### src/rtl/iop_pkg.sv
// Shared types and defaults for the IOT pulse generator.
// Optional bus-skip sampling is enabled by defining IOP_SKIP_SAMPLE_EN.
package iop_pkg;

  localparam int PULSE_W_DEF = 4;
  localparam int GAP_W_DEF   = 8;

  typedef enum logic [2:0] {
    IDLE = 3'd0,
    P1   = 3'd1,
    G1   = 3'd2,
    P2   = 3'd3,
    G2   = 3'd4,
    P4   = 3'd5,
    G4   = 3'd6,
    DONE = 3'd7
  } iop_state_t;

  typedef logic [2:0] iop_bits_t;

  localparam int IOP1_IDX = 0;
  localparam int IOP2_IDX = 1;
  localparam int IOP4_IDX = 2;

endpackage

### src/rtl/iop_interval_counter.sv
// Loadable down-counter that times every pulse and gap slot.
// expired is high while the count sits at zero.
module iop_interval_counter #(
  parameter int CNT_W = 8
) (
  input  logic             clk,
  input  logic             rst_n,
  input  logic             load,
  input  logic [CNT_W-1:0] load_val,
  output logic             expired
);

  logic [CNT_W-1:0] count;

  always_ff @(posedge clk or negedge rst_n) begin
    if (!rst_n) begin
      count <= '0;
    end else if (load) begin
      count <= load_val;
    end else if (count != '0) begin
      count <= count - 1'b1;
    end
  end

  assign expired = (count == '0);

endmodule

### src/rtl/iop_pulse_generator.sv
// IOT timing stage: fixed IOP1/IOP2/IOP4 slots gated by captured MB bits.
// Defining IOP_SKIP_SAMPLE_EN adds the io_skip input and skip output.
module iop_pulse_generator
  import iop_pkg::*;
#(
  parameter int PULSE_W = PULSE_W_DEF,
  parameter int GAP_W   = GAP_W_DEF,
  parameter int CNT_W   = 8
) (
  input  logic      clk,
  input  logic      rst_n,
  input  logic      iot_start,
  input  iop_bits_t mb_iop,
`ifdef IOP_SKIP_SAMPLE_EN
  input  logic      io_skip,
  output logic      skip,
`endif
  output logic      iop1,
  output logic      iop2,
  output logic      iop4,
  output logic      io_pause,
  output logic      iot_done
);

  if (PULSE_W < 1 || GAP_W < 1) begin : g_bad_width
    $error("PULSE_W and GAP_W must both be at least 1");
  end
  if ((64'd1 << CNT_W) <= 64'(PULSE_W) || (64'd1 << CNT_W) <= 64'(GAP_W)) begin : g_bad_cnt
    $error("CNT_W too narrow for PULSE_W/GAP_W");
  end

  localparam logic [CNT_W-1:0] PULSE_LD = CNT_W'(PULSE_W - 1);
  localparam logic [CNT_W-1:0] GAP_LD   = CNT_W'(GAP_W - 1);

  iop_state_t       state, next_state;
  iop_bits_t        cap, cap_next;
  logic             load, expired;
  logic [CNT_W-1:0] load_val;

  iop_interval_counter #(.CNT_W(CNT_W)) u_counter (
    .clk     (clk),
    .rst_n   (rst_n),
    .load    (load),
    .load_val(load_val),
    .expired (expired)
  );

  // Slot sequencing; the counter reloads whenever the state changes.
  always_comb begin
    next_state = state;
    cap_next   = cap;
    load_val   = '0;
    unique case (state)
      IDLE: if (iot_start) begin
        next_state = P1;
        cap_next   = mb_iop;
      end
      P1:   if (expired) next_state = G1;
      G1:   if (expired) next_state = P2;
      P2:   if (expired) next_state = G2;
      G2:   if (expired) next_state = P4;
      P4:   if (expired) next_state = G4;
      G4:   if (expired) next_state = DONE;
      DONE: next_state = IDLE;
      default: next_state = IDLE;
    endcase
    load = (next_state != state);
    case (next_state)
      P1, P2, P4: load_val = PULSE_LD;
      G1, G2, G4: load_val = GAP_LD;
      default:    load_val = '0;
    endcase
  end

  // Outputs are registered from the next state so iop1 rises on the start edge.
  always_ff @(posedge clk or negedge rst_n) begin
    if (!rst_n) begin
      state    <= IDLE;
      cap      <= '0;
      iop1     <= 1'b0;
      iop2     <= 1'b0;
      iop4     <= 1'b0;
      io_pause <= 1'b0;
      iot_done <= 1'b0;
    end else begin
      state    <= next_state;
      cap      <= cap_next;
      iop1     <= (next_state == P1) & cap_next[IOP1_IDX];
      iop2     <= (next_state == P2) & cap_next[IOP2_IDX];
      iop4     <= (next_state == P4) & cap_next[IOP4_IDX];
      io_pause <= (next_state != IDLE) && (next_state != DONE);
      iot_done <= (next_state == DONE);
    end
  end

`ifdef IOP_SKIP_SAMPLE_EN
  logic skip_flag, skip_flag_next, skip_sample;

  // io_skip only counts on the final cycle of an enabled pulse slot.
  always_comb begin
    skip_sample = expired & (((state == P1) & cap[IOP1_IDX]) |
                             ((state == P2) & cap[IOP2_IDX]) |
                             ((state == P4) & cap[IOP4_IDX]));
    if (state == IDLE && iot_start) begin
      skip_flag_next = 1'b0;
    end else begin
      skip_flag_next = skip_flag | (skip_sample & io_skip);
    end
  end

  always_ff @(posedge clk or negedge rst_n) begin
    if (!rst_n) begin
      skip_flag <= 1'b0;
      skip      <= 1'b0;
    end else begin
      skip_flag <= skip_flag_next;
      skip      <= skip_flag_next & (next_state == DONE);
    end
  end
`endif

endmodule
### config.mk
export PLATFORM = sky130hd
export DESIGN_NAME = iop_pulse_generator
export DESIGN_NICKNAME = d
export VERILOG_FILES = /design/src/rtl/iop_pkg.sv /design/src/rtl/iop_interval_counter.sv /design/src/rtl/iop_pulse_generator.sv
export SDC_FILE = /design/constraint.sdc
export NUM_CORES = 1
export LEC_CHECK = 0
export ABC_AREA = 1
export CAP_MARGIN = 20
export CORE_MARGIN = 2
export CORE_UTILIZATION = 45
export DETAILED_ROUTE_END_ITERATION = 10
export GPL_ROUTABILITY_DRIVEN = 0
export GPL_TIMING_DRIVEN = 0
export PLACE_DENSITY = 0.66
export SYNTH_ARGS = -nofsm -noshare
export SYNTH_HDL_FRONTEND = slang
export SYNTH_SLANG_ARGS = --single-unit
### constraint.sdc
create_clock -name clk -period 1.7 [get_ports clk]
set_input_delay 0.34 -clock clk [delete_from_list [all_inputs] [get_ports clk]]
set_output_delay 0.34 -clock clk [all_outputs]
set_load 0.02 [all_outputs]
==> run summary, run 1 <==
Status = finished clean
Max stage delay on crit path = 0.60 ns
Switching share of power = 46.21%
CP required = 1.36 ns
Setup TNS = 0 ns
Mean Syn Cell Area = 8.328 sq um
Max transition margin = 41.49%
Power per Cell Area = 1778 mW/mm^2
I/O Buffers = 10
Num rows = 17
Critical-path top delay cell = clkdlybuf4s50_1
Most frequent cells after synthesis = nand2_1 (24), dfrtp_1 (19), inv_1 (18), nor2_1 (10), nand3_1 (8)
Clock Tree Buf Depth = 2
CP Capture Type = output port
Critical R2R Launch = u_counter.count[0]
Combinational power share = 53.2%
Startpoint Class = flip-flop
Max Clk Rate = 627.5 MHz
Area of the mapped netlist = 0.001016 sq mm
CTS tree = done
Seq/Total Area, Yosys = 46.80%
Static Leak = 0.6287 nW
Total track usage = 16.57%
Yosys cell types = 23
Syn. warnings = 0
Final Hold Fails = 0
Total grt overflow = 0
Post-synthesis sequential element count = 19
Unrepaired setup endpoints after global routing = false
Max FO, Critical Path = 1
Initial DRC count = 5
Worst path buffer plus inverter count = 1
Synthesis-to-layout area growth = 16.38%
M1 WL = 837 microns
Flop pwr share = 35.6%
DIE AREA = 0.002654 sq mm
Max-cap violations = 0
Max-slew violations = 0
Final Skew = 0.0009019 ns
Die W = 51.52 microns
Max Used Layer = met4
Final setup vio count = 0
Antenna Cells = 0
Async SR Flop Fraction = 100.0%
Top cells by area, synth = dfrtp_1 (47%), nand2_1 (8.9%), inv_1 (6.7%), nand2_2 (4.3%), nand3_1 (3.9%)
Largest net degree at the start of global routing = 20
Proportion of netlist area held by the largest area contributor = 46.80%
Worst hold slack = 0.5199 ns
First-pass GRT wire length = 3084 microns
Synth area leader = dfrtp_1
Crit path kind = flip-flop to output port
Clock Pin Slew Worst Setup and Hold Paths = 0.10 ns
Post-route DRC = 0
Vias = 774
Nets = 145
Vias in the first global route = 735
Final Cell Area = 0.001182 sq mm
Die height = 51.52 microns
Clock Power Share = 11.2%
Ys flop type = dfrtp_1
Mapped Nets = 130
Crit path launch = iop4
Mapped Cells = 122
Most common cell in the netlist = nand2_1
Cell Chain, Critical Path = clkdlybuf4s50_1
Detailed Place HPWL = 1355 microns
Wirelength per Cell = 11.15 microns
Number of top-level pins = 11
Initial antenna violation count = 0
Drt first pass iters = 4
Fin crit share = 93.74%
Clk root buf = clkbuf_4
Remaining antenna violation count = 0
Worst hold path type = primary input to asynchronous set/reset pin
Starting density of the core = 46.83%
Detailed-route vias per instance = 4.720
Crit path max-delay family = buffers and inverters
Share of cells above drive strength 1 = 19.85%
CTS H-tree lvls = 1
Post-DP Area = 0.001151 sq mm
TritonCTS buffer count = 3
NetSw = 0.9717 mW
IR drop worst, VDD = 936.5 uV
Metal2 WL = 886 microns
Total Wirelength = 1828 microns
Worst slew pin tran = 0.8749 ns
Clk_lat worst skew = 0.30 ns
CP Data Arrival Time = 1.25 ns
EDFF count, synth = 0
Internal = 1.131 mW
Filler cells = 212
Minimum clock period = 1.594 ns
DR WL met3 = 58 microns
Core Area = 0.002170 sq mm
Clock sink count = 19
cell usage in the layout (no fill, tap or decap), drive strengths merged, types with 2 or more instances in the layout:
master	instances
nor3	6
inv	23
nand3	12
dfrtp	19
xor2	2
nor2	14
a21oi	3
nand2	32
ha	2
clkdlybuf4s50	10
o21ai	6
clkbuf	4
cells by family (layout without fill, tap and decap cells):
family | Yosys count | count (layout) | synth area share [%]
AOI/OAI and AO/OA | 9 | 9 | 4.803
DFF | 19 | 19 | 46.80
and+or+nand+nor | 66 | 66 | 35.35
xor gates and xnor gates | 2 | 2 | 1.724
buffers and inverters | 24 | 38 | 8.866
adders and majority gates | 2 | 2 | 2.463
state kept, by name, indices dropped and copies added, names as in the netlist:
name,cells
u_counter.count,8
cap,3
state,3
io_pause,1
iop1,1
iop2,1
iop4,1
iot_done,1
stage by stage:
step	util, %	worst slack, ns	power, mW	cells
after floorplan	-	0.2914	1.630	122
after global placement	53.06	0.1502	1.841	160
after detailed placement	53.06	0.1147	1.872	160
after CTS	54.27	0.08736	2.113	164
after global routing	54.50	0.007449	2.302	164
final	54.50	0.1064	2.103	164
layout make-up:
cell class              instances  area (sq um)  share of cell area [%]
well taps                      28         35.03                   2.963
multi-input cells              79         455.4                   38.52
clock buffers                   4         26.28                   2.222
inverters                      24         90.09                   7.619
flip-flops and latches         19         475.5                   40.21
repair buffers                 10         100.1                   8.466
power by group through the flow:
stage	sequential, mW	combinational (mW)	clock [mW]
after floorplan	0.765	0.865	0
after global placement	0.751	1.09	0
after detailed placement	0.758	1.11	0
after CTS	0.748	1.12	0.243
after global routing	0.767	1.27	0.260
final	0.750	1.12	0.236
worst paths after layout:
check	slack [ns]	to	depth (start not counted)
min in group clk	0.56	cap[1]	4
min reg2reg	0.56	cap[1]	4
min	0.52	u_counter.count[4]	1
max reg2reg	0.12	u_counter.count[0]	9
max in group asynchronous	0.65	cap[2]	1
max	0.11	iop4	1
timing repair:
item | 4_1_cts | 5_1_grt
hold buffers | 0 | 0
buffers inserted | 0 | 0
hold endpoints to repair | 0 | 0
resized for setup | 0 | 1
setup endpoints to repair | 0 | 5
routing by layer:
layer	GRT usage, %	vias to the layer above
met3	4.023	5
met4	11.40	0
met2	26.92	9
met1	19.21	359
met5	0	-
li1	-	401
No activity file was read; power rests on OpenSTA's default activity.
==> run 2, diff against run 1 <==
--- a/config.mk
+++ b/config.mk
@@ -8,11 +8,10 @@
 export ABC_AREA = 1
 export CAP_MARGIN = 20
 export CORE_MARGIN = 2
-export CORE_UTILIZATION = 45
+export CORE_UTILIZATION = 25
 export DETAILED_ROUTE_END_ITERATION = 10
 export GPL_ROUTABILITY_DRIVEN = 0
 export GPL_TIMING_DRIVEN = 0
-export PLACE_DENSITY = 0.66
 export SYNTH_ARGS = -nofsm -noshare
 export SYNTH_HDL_FRONTEND = slang
 export SYNTH_SLANG_ARGS = --single-unit
==> run 2 against run 1 <==
- total power is 4.0% higher
- sequential power about the same
- register-to-register slack better by 0.04 ns
- worst hold slack gained 0.037 ns
- global-route usage down 6.3 points
- critical endpoint is now u_counter.count[1]
- routed wire length unchanged
- critical path depth up 8
- clock skew is 0.0025 ns higher
- largest cell class unchanged
- core utilization is 23 points lower
- first-iteration DRC count grew to 3.4 times the previous value
==> run summary, run 2 (synthesis results as in run 1) <==
Status = finished clean (unchanged)
Max-slew violations = 0 (unchanged)
Power per Cell Area = 1778 mW/mm^2 (about the same)
Die height = 67.75 microns (was 51.52 microns)
Max transition margin = 42.35% (was 41.49%)
Detailed-route vias per instance = 4.177 (was 4.720)
Leading cell type in the layout, fill and taps excluded = nand2_1 (unchanged)
Post-CTS setup buffer count = 0 (unchanged)
Worst hold path type = flip-flop to flip-flop (was primary input to asynchronous set/reset pin)
Startpoint Class = flip-flop (unchanged)
Drt first pass iters = 4 (unchanged)
Wirelength per Cell = 9.828 microns (was 11.15 microns)
Combinational power share = 51.2% (was 53.2%)
Max FO, Critical Path = 9 (was 1)
Number of top-level pins = 11 (unchanged)
CP Data Arrival Time = 1.69 ns (was 1.25 ns)
Num rows = 23 (was 17)
# hold bufs at CTS = 0 (unchanged)
Max Clk Rate = 650.0 MHz (was 627.5 MHz)
Core Area = 0.003943 sq mm (was 0.002170 sq mm)
CTS H-tree lvls = 1 (unchanged)
GR Util met1 = 12.54% (was 19.21%)
Detailed Place HPWL = 1375 microns (was 1355 microns)
DIE AREA = 0.004590 sq mm (was 0.002654 sq mm)
Most frequent cells in the layout = nand2_1 (24), dfrtp_1 (19), inv_1 (17), nor2_1 (10), clkdlybuf4s50_1 (10) (was nand2_1 (24), dfrtp_1 (19), inv_1 (18), nor2_1 (10), clkdlybuf4s50_1 (10))
NetSw = 0.9800 mW (was 0.9717 mW)
Largest net degree at the start of global routing = 20 (unchanged)
TritonCTS buffer count = 3 (unchanged)
Cell Chain, Critical Path = inv_1, ha_1, nand2_2, nor2_8, nand2_2, nand3_2, nand3_2, nand3_2, nand2_1 (was clkdlybuf4s50_1)
Clock Pin Slew Worst Setup and Hold Paths = 0.07 ns (was 0.10 ns)
Non-Filler Instances = 186 (was 164)
M3 GR Usage = 2.000% (was 4.023%)
CTS tree = done (unchanged)
Total Wirelength = 1828 microns (unchanged)
Worst path buffer plus inverter count = 1 (unchanged)
Vias in the first global route = 813 (was 735)
Static Leak = 0.6378 nW (was 0.6287 nW)
Crit path max-delay family = simple AND/OR/NAND/NOR gates (was buffers and inverters)
GR Util met2 = 16.91% (was 26.92%)
Starting density of the core = 25.77% (was 46.83%)
Synthesis-to-layout area growth = 21.06% (was 16.38%)
Max stage delay on crit path = 0.38 ns (was 0.60 ns)
Worst hold slack = 0.5569 ns (was 0.5199 ns)
Clock sink count = 19 (unchanged)
Clock Tree Buf Depth = 2 (unchanged)
Vias = 777 (was 774)
First-pass GRT wire length = 3505 microns (was 3084 microns)
Antenna Cells = 0 (unchanged)
Worst slew pin tran = 0.8621 ns (was 0.8749 ns)
Remaining antenna violation count = 0 (unchanged)
Final Hold Fails = 0 (unchanged)
Post-route DRC = 0 (unchanged)
I/O Buffers = 10 (unchanged)
Filler cells = 425 (was 212)
Die W = 67.75 microns (was 51.52 microns)
Minimum clock period = 1.539 ns (was 1.594 ns)
Most used routing layer = met2 (unchanged)
Setup TNS = 0 ns (unchanged)
Placed Cells = 182 (was 160)
Final Cell Area = 0.001230 sq mm (was 0.001182 sq mm)
Post-DP Area = 0.001179 sq mm (was 0.001151 sq mm)
Largest regs = u_counter.count x8, cap x3, state x3 (unchanged)
Unrepaired setup endpoints after global routing = false (unchanged)
Initial DRC count = 17 (was 5)
Largest reg by FF count = u_counter.count (unchanged)
Switching share of power = 44.81% (was 46.21%)
Final Skew = 0.003371 ns (was 0.0009019 ns)
Crit path kind = flip-flop to flip-flop (was flip-flop to output port)
Internal = 1.207 mW (was 1.131 mW)
Clock Power Share = 14.5% (was 11.2%)
IR drop worst, VDD = 645.8 uV (was 936.5 uV)
Total track usage = 10.24% (was 16.57%)
Share of cells above drive strength 1 = 21.32% (was 19.85%)
Fin crit share = 90.50% (was 93.74%)
Flop pwr share = 34.3% (was 35.6%)
Max-cap violations = 0 (unchanged)
Clk root buf = clkbuf_8 (was clkbuf_4)
Most frequent CP cell = nand3_2
Final setup vio count = 0 (unchanged)
CP Capture Type = flip-flop (was output port)
Nets = 145 (unchanged)
Final Power = 2.187 mW (was 2.103 mW)
Max FFs per register = 8 (unchanged)
CP required = 1.85 ns (was 1.36 ns)
Total grt overflow = 0 (unchanged)
Critical-path top delay cell = dfrtp_1 (was clkdlybuf4s50_1)
Clk_lat worst skew = 0.26 ns (was 0.30 ns)
Initial antenna violation count = 0 (unchanged)
## run 2: worst paths after layout
kind	startpoint	endpoint	slack, ns	cells past startpoint
hold reg to reg	cap[1]	cap[1]	0.56	4
min in group asynchronous	rst_n	cap[0]	0.57	1
max in group asynchronous	rst_n	iot_done	0.60	1
hold / removal	cap[1]	cap[1]	0.56	4
setup / recovery	u_counter.count[1]	u_counter.count[1]	0.16	9
setup reg to reg	u_counter.count[1]	u_counter.count[1]	0.16	9
## run 2: power groups by stage
| stage | sequential, mW | clock (mW) | combinational (mW) |
|---|---|---|---|
| 3_3_place_gp | 0.757 | 0 | 1.10 |
| 4_1_cts | 0.750 | 0.338 | 1.13 |
| 2_1_floorplan | 0.765 | 0 | 0.865 |
| 3_5_place_dp | 0.759 | 0 | 1.11 |
| 5_1_grt | 0.775 | 0.351 | 1.30 |
| 6_report | 0.751 | 0.316 | 1.12 |
## run 2: routing by layer
layer | wire, microns | part of all wire, % | vias to the layer above
met5 | 0 | 0 | -
met4 | 44 | 2.4 | 0
met3 | 42 | 2.3 | 5
met2 | 844 | 46 | 8
met1 | 898 | 49 | 360
li1 | - | - | 404
## run 2: final cells by class
class,instances,area (sq um),area share (%)
timing repair buffer,10,100.1,8.138
multi-input combinational,79,455.4,37.03
sequential,19,475.5,38.66
tap,50,62.56,5.086
clock buffer,3,41.29,3.357
inverter,24,90.09,7.325
clock inverter,1,5.005,0.4069
## run 2: through the flow
stage / setup slack [ns] / util (%)
6_report: 0.1615 / 31.20
5_1_grt: 0.02768 / 31.20
4_1_cts: 0.1101 / 31.07
3_5_place_dp: 0.1197 / 29.90
3_3_place_gp: 0.1318 / 29.90
2_1_floorplan: 0.2914 / -
## run 2: worst reg2reg max path: cells and delay by family (launching register included)
| kind | cells | cell delay (ns) |
|---|---|---|
| buffers and inverters | 1 | 0.10 |
| flip-flops | 1 | 0.38 |
| AND/OR/NAND/NOR | 7 | 0.78 |
| adder cells (fa/ha/maj) | 1 | 0.16 |
## run 2: what timing repair did
item                                    4_1_cts  5_1_grt
hold endpoints to repair                      0        0
gates resized for setup                       0        2
endpoints found under the setup margin        0        4
==> run 3, diff against run 2 <==
--- a/config.mk
+++ b/config.mk
@@ -11,7 +11,6 @@
 export CORE_UTILIZATION = 25
 export DETAILED_ROUTE_END_ITERATION = 10
 export GPL_ROUTABILITY_DRIVEN = 0
-export GPL_TIMING_DRIVEN = 0
 export SYNTH_ARGS = -nofsm -noshare
 export SYNTH_HDL_FRONTEND = slang
 export SYNTH_SLANG_ARGS = --single-unit
==> constraint.sdc (replaced) <==
create_clock -name clk -period 1.87 [get_ports clk]
set_input_delay 0.374 -clock clk [delete_from_list [all_inputs] [get_ports clk]]
set_output_delay 0.374 -clock clk [all_outputs]
set_load 0.02 [all_outputs]
==> run 3 against run 2 <==
- clock power shrank 9.2%
- worst hold slack lost 0.10 ns
- sequential cell count is the same
- sequential power shrank 8.5%
- first-iteration DRC count grew 12%
- non-clock buffer count grew 1
- register-to-register slack gained 0.14 ns
- largest power group unchanged
- routed wire length grew 1.5%
- combinational power shrank 11%
- clock skew shrank 0.00058 ns
- critical path depth grew 2
==> run summary, run 3 (synthesis results as in run 1) <==
Status = finished clean (unchanged)
Final Skew = 0.002788 ns (was 0.003371 ns)
CP Data Arrival Time = 1.72 ns (was 1.69 ns)
Total grt overflow = 0 (unchanged)
Initial antenna violation count = 0 (unchanged)
R2R setup slack = 0.30 ns (was 0.16 ns)
Multi-input logic area = 450.4 sq um (was 455.4 sq um)
Wirelength per Cell = 9.925 microns (was 9.828 microns)
Final worst slack = 0.2975 ns (was 0.1615 ns)
Worst hold slack = 0.4568 ns (was 0.5569 ns)
Startpoint Class = flip-flop (unchanged)
Post-placement worst setup slack = 0.2503 ns (was 0.1197 ns)
Total Wirelength = 1856 microns (was 1828 microns)
Max FO, Critical Path = 6 (was 9)
Worst hold path type = primary input to asynchronous set/reset pin (was flip-flop to flip-flop)
Clock Tree Buf Depth = 2 (unchanged)
Drt first pass iters = 4 (unchanged)
Unrepaired setup endpoints after global routing = false (unchanged)
Clock sink count = 19 (unchanged)
I/O Buffers = 10 (unchanged)
Largest reg by FF count = u_counter.count (unchanged)
Max FFs per register = 8 (unchanged)
CP Capture Type = flip-flop (unchanged)
Vias in the first global route = 715 (was 813)
CTS tree = done (unchanged)
Post-CTS Resized = 0 (unchanged)
Final Util = 31.26% (was 31.20%)
Final Cell Area = 0.001232 sq mm (was 0.001230 sq mm)
Num rows = 23 (unchanged)
DIE AREA = 0.004590 sq mm (unchanged)
Clk root buf = clkbuf_8 (unchanged)
Worst r2r path cells = 11 (was 9)
Post-route DRC = 0 (unchanged)
Non-Filler Instances = 187 (was 186)
Max-slew violations = 0 (unchanged)
Share of cells above drive strength 1 = 21.17% (was 21.32%)
Nets = 146 (was 145)
Most frequent CP cell = nand2_2 (was nand3_2)
Remaining antenna violation count = 0 (unchanged)
Minimum clock period = 1.572 ns (was 1.539 ns)
Crit path max-delay family = simple AND/OR/NAND/NOR gates (unchanged)
Cell Chain, Critical Path = inv_1, ha_1, nand2_2, inv_1, nand2_2, nand2_2, nand3_2, nand2_2, inv_2, nand3_1, nand2_1 (was inv_1, ha_1, nand2_2, nor2_8, nand2_2, nand3_2, nand3_2, nand3_2, nand2_1)
Power per Cell Area = 1604 mW/mm^2 (was 1778 mW/mm^2)
Fin crit share = 84.09% (was 90.50%)
CTS H-tree lvls = 1 (unchanged)
Clk_lat worst skew = 0.25 ns (was 0.26 ns)
TritonCTS buffer count = 3 (unchanged)
Final setup vio count = 0 (unchanged)
Max Clk Rate = 636.0 MHz (was 650.0 MHz)
Starting density of the core = 25.77% (unchanged)
Crit path launch = u_counter.count[0] (was u_counter.count[1])
Die height = 67.75 microns (unchanged)
Setup TNS = 0 ns (unchanged)
IR drop worst, VDD = 587.5 uV (was 645.8 uV)
Cell depth of the worst setup path = 11 (was 9)
Synthesis-to-layout area growth = 21.31% (was 21.06%)
Largest net degree at the start of global routing = 20 (unchanged)
Detailed Place HPWL = 1399 microns (was 1375 microns)
Core Area = 0.003943 sq mm (unchanged)
# hold bufs at CTS = 0 (unchanged)
Total track usage = 9.783% (was 10.24%)
Register area = 475.5 sq um (unchanged)
Number of top-level pins = 11 (unchanged)
Max stage delay on crit path = 0.38 ns (about the same)
Critical-path top delay cell = dfrtp_1 (unchanged)
Initial DRC count = 19 (was 17)
Vias = 780 (was 777)
Antenna Cells = 0 (unchanged)
Crit path kind = flip-flop to flip-flop (unchanged)
Most frequent cells in the layout = nand2_1 (24), dfrtp_1 (19), inv_1 (18), nor2_1 (10), clkdlybuf4s50_1 (10) (was nand2_1 (24), dfrtp_1 (19), inv_1 (17), nor2_1 (10), clkdlybuf4s50_1 (10))
Leading cell type in the layout, fill and taps excluded = nand2_1 (unchanged)
Largest regs = u_counter.count x8, cap x3, state x3 (unchanged)
Detailed-route vias per instance = 4.171 (was 4.177)
Post-DP Area = 0.001186 sq mm (was 0.001179 sq mm)
Worst path buffer plus inverter count = 3 (was 1)
Die W = 67.75 microns (unchanged)
CP required = 2.02 ns (was 1.85 ns)
Placed Cells = 183 (was 182)
Final Power = 1.976 mW (was 2.187 mW)
First-pass GRT wire length = 3353 microns (was 3505 microns)
Max-cap violations = 0 (unchanged)
Clock Pin Slew Worst Setup and Hold Paths = 0.07 ns (about the same)
Filler cells = 424 (was 425)
Post-CTS setup buffer count = 0 (unchanged)
Critical R2R Launch = u_counter.count[0] (was u_counter.count[1])
Worst slew pin tran = 0.2866 ns (was 0.8621 ns)
Final Hold Fails = 0 (unchanged)
Static Leak = 0.6427 nW (was 0.6378 nW)
Max transition margin = 80.89% (was 42.35%)
==> run 3: cell count changes in the layout (fill, tap and decap cells not counted) <==
cell | before | now
nand2_2 | 6 | 7
inv_1 | 17 | 18
buf_4 | 0 | 1
inv_2 | 6 | 5
nand2_4 | 2 | 1
==> run 3: cell type report <==
cell class | count | area share, %
flip-flops and latches | 19 | 38.58
multi-input cells | 79 | 36.55
repair buffers | 11 | 8.731
inverters | 24 | 7.310
well taps | 50 | 5.076
clock buffers | 3 | 3.350
clock inverters | 1 | 0.4061
==> run 3: worst paths after layout <==
path	endpoint
max	u_counter.count[0]
min	iop1
max reg2reg	u_counter.count[0]
min reg2reg	u_counter.count[7]
max in group asynchronous	u_counter.count[0]
min in group clk	u_counter.count[7]
==> run 3: report_power, final <==
part           total [mW]  internal [mW]  switching (mW)
Clock               0.287          0.148           0.139
Combinational        1.00          0.377           0.625
Sequential          0.687          0.567           0.120
Total                1.98           1.09           0.884
==> run 3: layer usage <==
layer	share of wire, %	vias up	global-route usage (%)
met5	0	-	0
li1	-	404	-
met4	1.1	0	2.296
met2	44	8	14.46
met1	51	366	13.86
met3	3.6	2	3.000
==> run 3: worst reg2reg max path, delay by kind of cell (launching register included) <==
family,cells,cell delay [ns]
and+or+nand+nor,7,0.63
DFF,1,0.38
buffers and inverters,3,0.30
adders and majority gates,1,0.17
